File: config.mk
export PLATFORM = sky130hd
export DESIGN_NAME = nonce_search_ctrl
export DESIGN_NICKNAME = d
export VERILOG_FILES = /design/src/rtl/nonce_search_ctrl.sv
export SDC_FILE = /design/constraint.sdc
export NUM_CORES = 1
export LEC_CHECK = 0
export ABC_AREA = 1
export ABC_CLOCK_PERIOD_IN_PS = 2490
export BUFFER_PORTS_ARGS = -buffer_cell sky130_fd_sc_hd__buf_4
export CAP_MARGIN = 15
export CORE_AREA = 4 4 209 211
export DETAILED_ROUTE_END_ITERATION = 10
export DIE_AREA = 0 0 213 215
export GPL_TIMING_DRIVEN = 0
export PLACE_DENSITY = 0.6
export SYNTH_ARGS = -nofsm -noshare
export SYNTH_HDL_FRONTEND = slang
export SYNTH_SLANG_ARGS = --single-unit
File: constraint.sdc
create_clock -name clk -period 2.49 [get_ports clk]
set_input_delay 0.3735 -clock clk [delete_from_list [all_inputs] [get_ports clk]]
set_output_delay 0.3735 -clock clk [all_outputs]
set_load 0.02 [all_outputs]
File: src/rtl/nonce_search_ctrl.sv
// nonce_search_ctrl: issues nonce blocks to parallel hash lanes and stops on the first hash below target
module nonce_search_ctrl #(
  parameter int HEADER_W = 96,
  parameter int NONCE_W = 32,
  parameter int HASH_W = 24,
  parameter int TARGET_W = 8,
  parameter int LANES = 2
) (
  input  logic                             clk,
  input  logic                             reset,
  input  logic                             start,
  input  logic                             abort,
  input  logic [HEADER_W-1:0]              header,
  input  logic [NONCE_W-1:0]               start_nonce,
  input  logic [TARGET_W-1:0]              target,
  output logic [LANES-1:0]                 lane_valid,
  output logic [LANES*(HEADER_W+NONCE_W)-1:0] lane_block,
  input  logic [LANES-1:0]                 lane_hash_valid,
  input  logic [LANES*HASH_W-1:0]          lane_hash,
  output logic                             busy,
  output logic                             done,
  output logic                             found,
  output logic [NONCE_W-1:0]               found_nonce,
  output logic [HASH_W-1:0]                found_hash,
  output logic [NONCE_W:0]                 attempts
);
  localparam int BW = HEADER_W + NONCE_W;
  typedef enum logic [2:0] {IDLE, ISSUE, WAIT, CHECK, FINISH} state_t;
  state_t state, state_nx;
  logic [HEADER_W-1:0] hdr;
  logic [NONCE_W-1:0] base, win_nonce;
  logic [TARGET_W-1:0] tgt;
  logic [LANES-1:0] en, pending, pass, left;
  logic [LANES*HASH_W-1:0] hashes;
  logic [HASH_W-1:0] win_hash;
  logic [NONCE_W:0] next_base, cnt, sum;
  assign next_base = {1'b0, base} + (NONCE_W+1)'(LANES);
  assign left = pending & ~lane_hash_valid;
  assign busy = state != IDLE;
  assign done = state == FINISH && !abort;
  assign lane_valid = (state == ISSUE && !abort) ? en : '0;
  always_comb begin
    en = '0;
    pass = '0;
    cnt = '0;
    sum = '0;
    win_nonce = '0;
    win_hash = '0;
    lane_block = '0;
    // descending scan so the lowest passing lane is the last to write the winner
    for (int i = LANES - 1; i >= 0; i--) begin
      sum = {1'b0, base} + (NONCE_W+1)'(i);
      en[i] = !sum[NONCE_W];
      lane_block[i*BW +: BW] = state == IDLE ? '0 : {hdr, sum[NONCE_W-1:0]};
      pass[i] = en[i] && hashes[i*HASH_W + HASH_W - TARGET_W +: TARGET_W] < tgt;
      cnt = cnt + (NONCE_W+1)'(en[i]);
      if (pass[i]) begin
        win_nonce = sum[NONCE_W-1:0];
        win_hash = hashes[i*HASH_W +: HASH_W];
      end
    end
  end
  always_comb begin
    state_nx = abort ? IDLE
      : state == IDLE ? (start ? ISSUE : IDLE)
      : state == ISSUE ? WAIT
      : state == WAIT ? (left == '0 ? CHECK : WAIT)
      : state == CHECK ? ((|pass || next_base[NONCE_W]) ? FINISH : ISSUE)
      : IDLE;
  end
  always_ff @(posedge clk) begin
    if (reset) begin
      state <= IDLE;
      hdr <= '0;
      base <= '0;
      tgt <= '0;
      pending <= '0;
      hashes <= '0;
      found <= 1'b0;
      found_nonce <= '0;
      found_hash <= '0;
      attempts <= '0;
    end else begin
      state <= state_nx;
      if (state == IDLE && start && !abort) begin
        hdr <= header;
        base <= start_nonce;
        tgt <= target;
        attempts <= '0;
        found <= 1'b0;
        found_nonce <= '0;
        found_hash <= '0;
      end
      if (abort) begin
        pending <= '0;
      end else if (state == ISSUE) begin
        pending <= en;
      end else if (state == WAIT) begin
        pending <= left;
        for (int i = 0; i < LANES; i++)
          if (pending[i] && lane_hash_valid[i]) hashes[i*HASH_W +: HASH_W] <= lane_hash[i*HASH_W +: HASH_W];
      end else if (state == CHECK) begin
        attempts <= attempts + cnt;
        if (|pass) begin
          found <= 1'b1;
          found_nonce <= win_nonce;
          found_hash <= win_hash;
        end else if (!next_base[NONCE_W]) begin
          base <= next_base[NONCE_W-1:0];
        end
      end
    end
  end
endmodule

==> impl_metrics.csv <==
group,metric,value,unit
run_status,status,"complete, but fails checks",
run_status,violations,"negative setup slack",
sta,worst_slack,-33.9,ps
logic_synthesis,synth_most_common_cell,"nand2_1",
route,drc_errors,0,
sta,setup_violations,3,
route,wl,69000,um
floorplanning,core_region_area,0.0418,mm^2
placement,place_ws,-902,ps
run,drv_cap,0,
clock_tree,cts_tree,"yes",
worst_setup_path,startpoint_type,"flop",
sta,rsz0062_at_grt,"true",
global_route,overflow,0,
route,route.vias.total,16900,
logic_synthesis,synth_area_per_cell,6.77,um^2
pwr,p_sw_frac,0.283,
worst_setup_path,crit_type,"reg -> out",
clock_tree,clockBufferDepth,3,
route,vias_per_cell,5.03,
sta,fmax,396,MHz
global_route,grt_use_total,0.284,
logic_synthesis,synth_flop_cell,"dfxtp_1",
clock_tree,clkTransAtPathRegs,60,ps
global_route,grt_max_degree,20,
pwr,p_int,8.29,mW
clock_tree,cts_made_buffers,34,
floorplanning,rows,75,
logic_synthesis,synth_fp_nets,2376,
clock_tree,cts_num_sinks,279,
logic_synthesis,synth_edf_count,0,
floorplanning,initial_utilization,0.351,
final_layout,nets,3002,
route,ant_nets,0,
sta,tightest_slew,775,ps
floorplanning,num_io_pins,540,
pwr,combPwrFrac,0.153,
sta,finalHoldViolations,0,
logic_synthesis,synth_seq_cells,279,
pwr,p_switching,3.28,mW
worst_setup_path,crit_arrival,2150,ps
global_route,antenna_found_initial,6,
clock_tree,cts_root_buf,"clkbuf_16",
sta,finalWorstPathRequiredPeriod,2520,ps
global_route,grt_pass1_vias,16500,
logic_synthesis,synth_top_cell_area_share,0.381,
clock_tree,h-tree-depth,2,
logic_synthesis,synth_area_leaders,"dfxtp_1, nand2_1, nor2_1",
clock_tree,insertion_delay,550,ps
route,first_iter_violations,1211,
logic_synthesis,synth.distinct_cells,50,
logic_synthesis,yosysSeqAreaShare,0.381,
worst_setup_path,cp-end-kind,"output port",
placement,gp_congestion,0.981,
floorplanning,dieWidth,213,um
floorplanning,fp.dieH,215,um
hold_path,hold_class,"in -> reg",
global_route,grt_pass1_wl,100000,um
worst_setup_path,worstPathRequired,2120,ps
floorplanning,die_area,0.0458,mm^2
sta,slew_viol_final,0,
final_layout,area_growth,49.4,%
route,wire_per_inst,20.5,um
sta,fin_skew,11.9,ps
pwr,power_frac_seq,0.407,
logic_synthesis,netlist_instances,2168,
pwr,p_per_area,528,mW/mm^2
pwr,p_leak,10.2,nW
final_layout,layout-drive-gt1-share,0.360,
pwr,finalPower,11.6,mW
sta,min_period_over_period,1.01,
sta,maxSlewHeadroom,0.483,
pwr,clock_power_share,0.440,
placement,portBuffers,537,
logic_synthesis,synthArstFlopShare,0,
placement,place_hpwl,53700,um
route,drtPass1Iterations,5,
worst_setup_path,path_max_fanout,4,
logic_synthesis,ys_warn_count,0,
logic_synthesis,synth_area_leader_cell,"dfxtp_1",
logic_synthesis,netlist_area,0.0147,mm^2
pwr,ir_drop,0.000477,V
logic_synthesis,synthTopCellsByCount,"nand2_1, nor2_1, dfxtp_1",
-- worst paths after layout --
check | endpoint | depth (start not counted) | startpoint | slack [ps]
setup / recovery | lane_block[140] | 9 | base[5] | -30
hold / removal | hashes[23] | 3 | lane_hash[23] | 60
setup reg to reg | attempts[26] | 21 | base[1] | -20
hold reg to reg | hdr[0] | 2 | hdr[0] | 450
-- sequential cells by signal, summed over array words and instances, names as in the netlist --
signal and count:
state 3, found 1, attempts 33, pending 2, found_hash 24, hashes 48, base 32, hdr 96
tgt 8, found_nonce 32
-- power by group through the flow --
stage | clock [mW] | combinational, mW | sequential [mW]
after detailed placement | 0 | 1.66 | 4.80
after floorplan | 0 | 0.910 | 4.78
final | 5.09 | 1.77 | 4.71
after global placement | 0 | 1.65 | 4.80
after CTS | 5.19 | 1.73 | 4.70
after global routing | 5.38 | 1.92 | 4.72
-- cells in the final DEF, fill, tap and decap left out, types with 7 or more instances in the layout --
master,n
nand4_1,33
a21oi_1,204
dfxtp_1,248
mux2i_1,11
ha_1,14
clkinv_2,7
nand2_1,380
nor2_4,33
dfxtp_2,15
nand3_1,35
clkbuf_1,52
clkbuf_16,37
xor2_1,36
dfxtp_4,16
buf_2,33
o21ai_0,207
o22ai_1,43
nand2_4,11
buf_6,17
nand2_2,37
o21ai_1,10
xor2_2,10
nor2_1,239
buf_4,684
nor3_1,14
clkbuf_8,13
nor2_2,40
inv_1,245
inv_2,14
-- per-layer routing --
layer | part of all wire | vias to the layer above | global-route usage | routed length (um)
met1 | 0.41 | 7972 | 0.356 | 28200
met2 | 0.48 | 708 | 0.487 | 33100
met5 | 0.00043 | - | 0 | 30
met4 | 0.032 | 4 | 0.0928 | 2240
li1 | - | 8099 | - | -
met3 | 0.079 | 124 | 0.0594 | 5420
-- area by class of cell --
type | count | area [um^2]
Inverter | 265 | 1010
Antenna cell | 2 | 5.00
Sequential cell | 279 | 5660
Buffer | 209 | 1370
Clock buffer | 51 | 1040
Timing Repair Buffer | 593 | 4520
Tap cell | 539 | 674
Multi-Input combinational cell | 1412 | 7550
Fill cell | 4165 | 19800
Clock inverter | 10 | 93.8
-- per-stage QoR --
step | std cells | utilization | setup TNS [ps] | instance area (um^2) | hold WS, ps
after floorplan | 2168 | - | 0 | 14700 | 425
after global routing | 3360 | 0.525 | -1450 | 21900 | 49.5
after global placement | 3244 | 0.464 | -143220 | 19400 | 436
after detailed placement | 3244 | 0.464 | -150480 | 19400 | 442
final | 3360 | 0.525 | -79.4 | 21900 | 56.6
after CTS | 3347 | 0.513 | -160 | 21400 | 27.1
-- critical path, stage by stage (launching register included) --
cell and delay, ps:
dfxtp_4 380, nand2_2 110, nor2_4 180, nand2_4 100, buf_6 130, nor2_4 160
buf_6 150, xor2_4 170, nor2_1 60, buf_4 160
-- timing repair --
action,in CTS,in global routing
endpoints found under the setup margin,300,138
setup buffers,42,13
gates cloned,1,0
pin swaps,32,41
hold buffers,0,0
gates resized for setup,185,125
-- logic make-up after synthesis --
family | synth area share
buffers and inverters | 0.153
AOI/OAI and AO/OA | 0.176
muxes | 0.00750
and+or+nand+nor | 0.239
DFF | 0.381
xor gates and xnor gates | 0.0287
adders and majority gates | 0.0154
(Power assumes the default switching activity.)
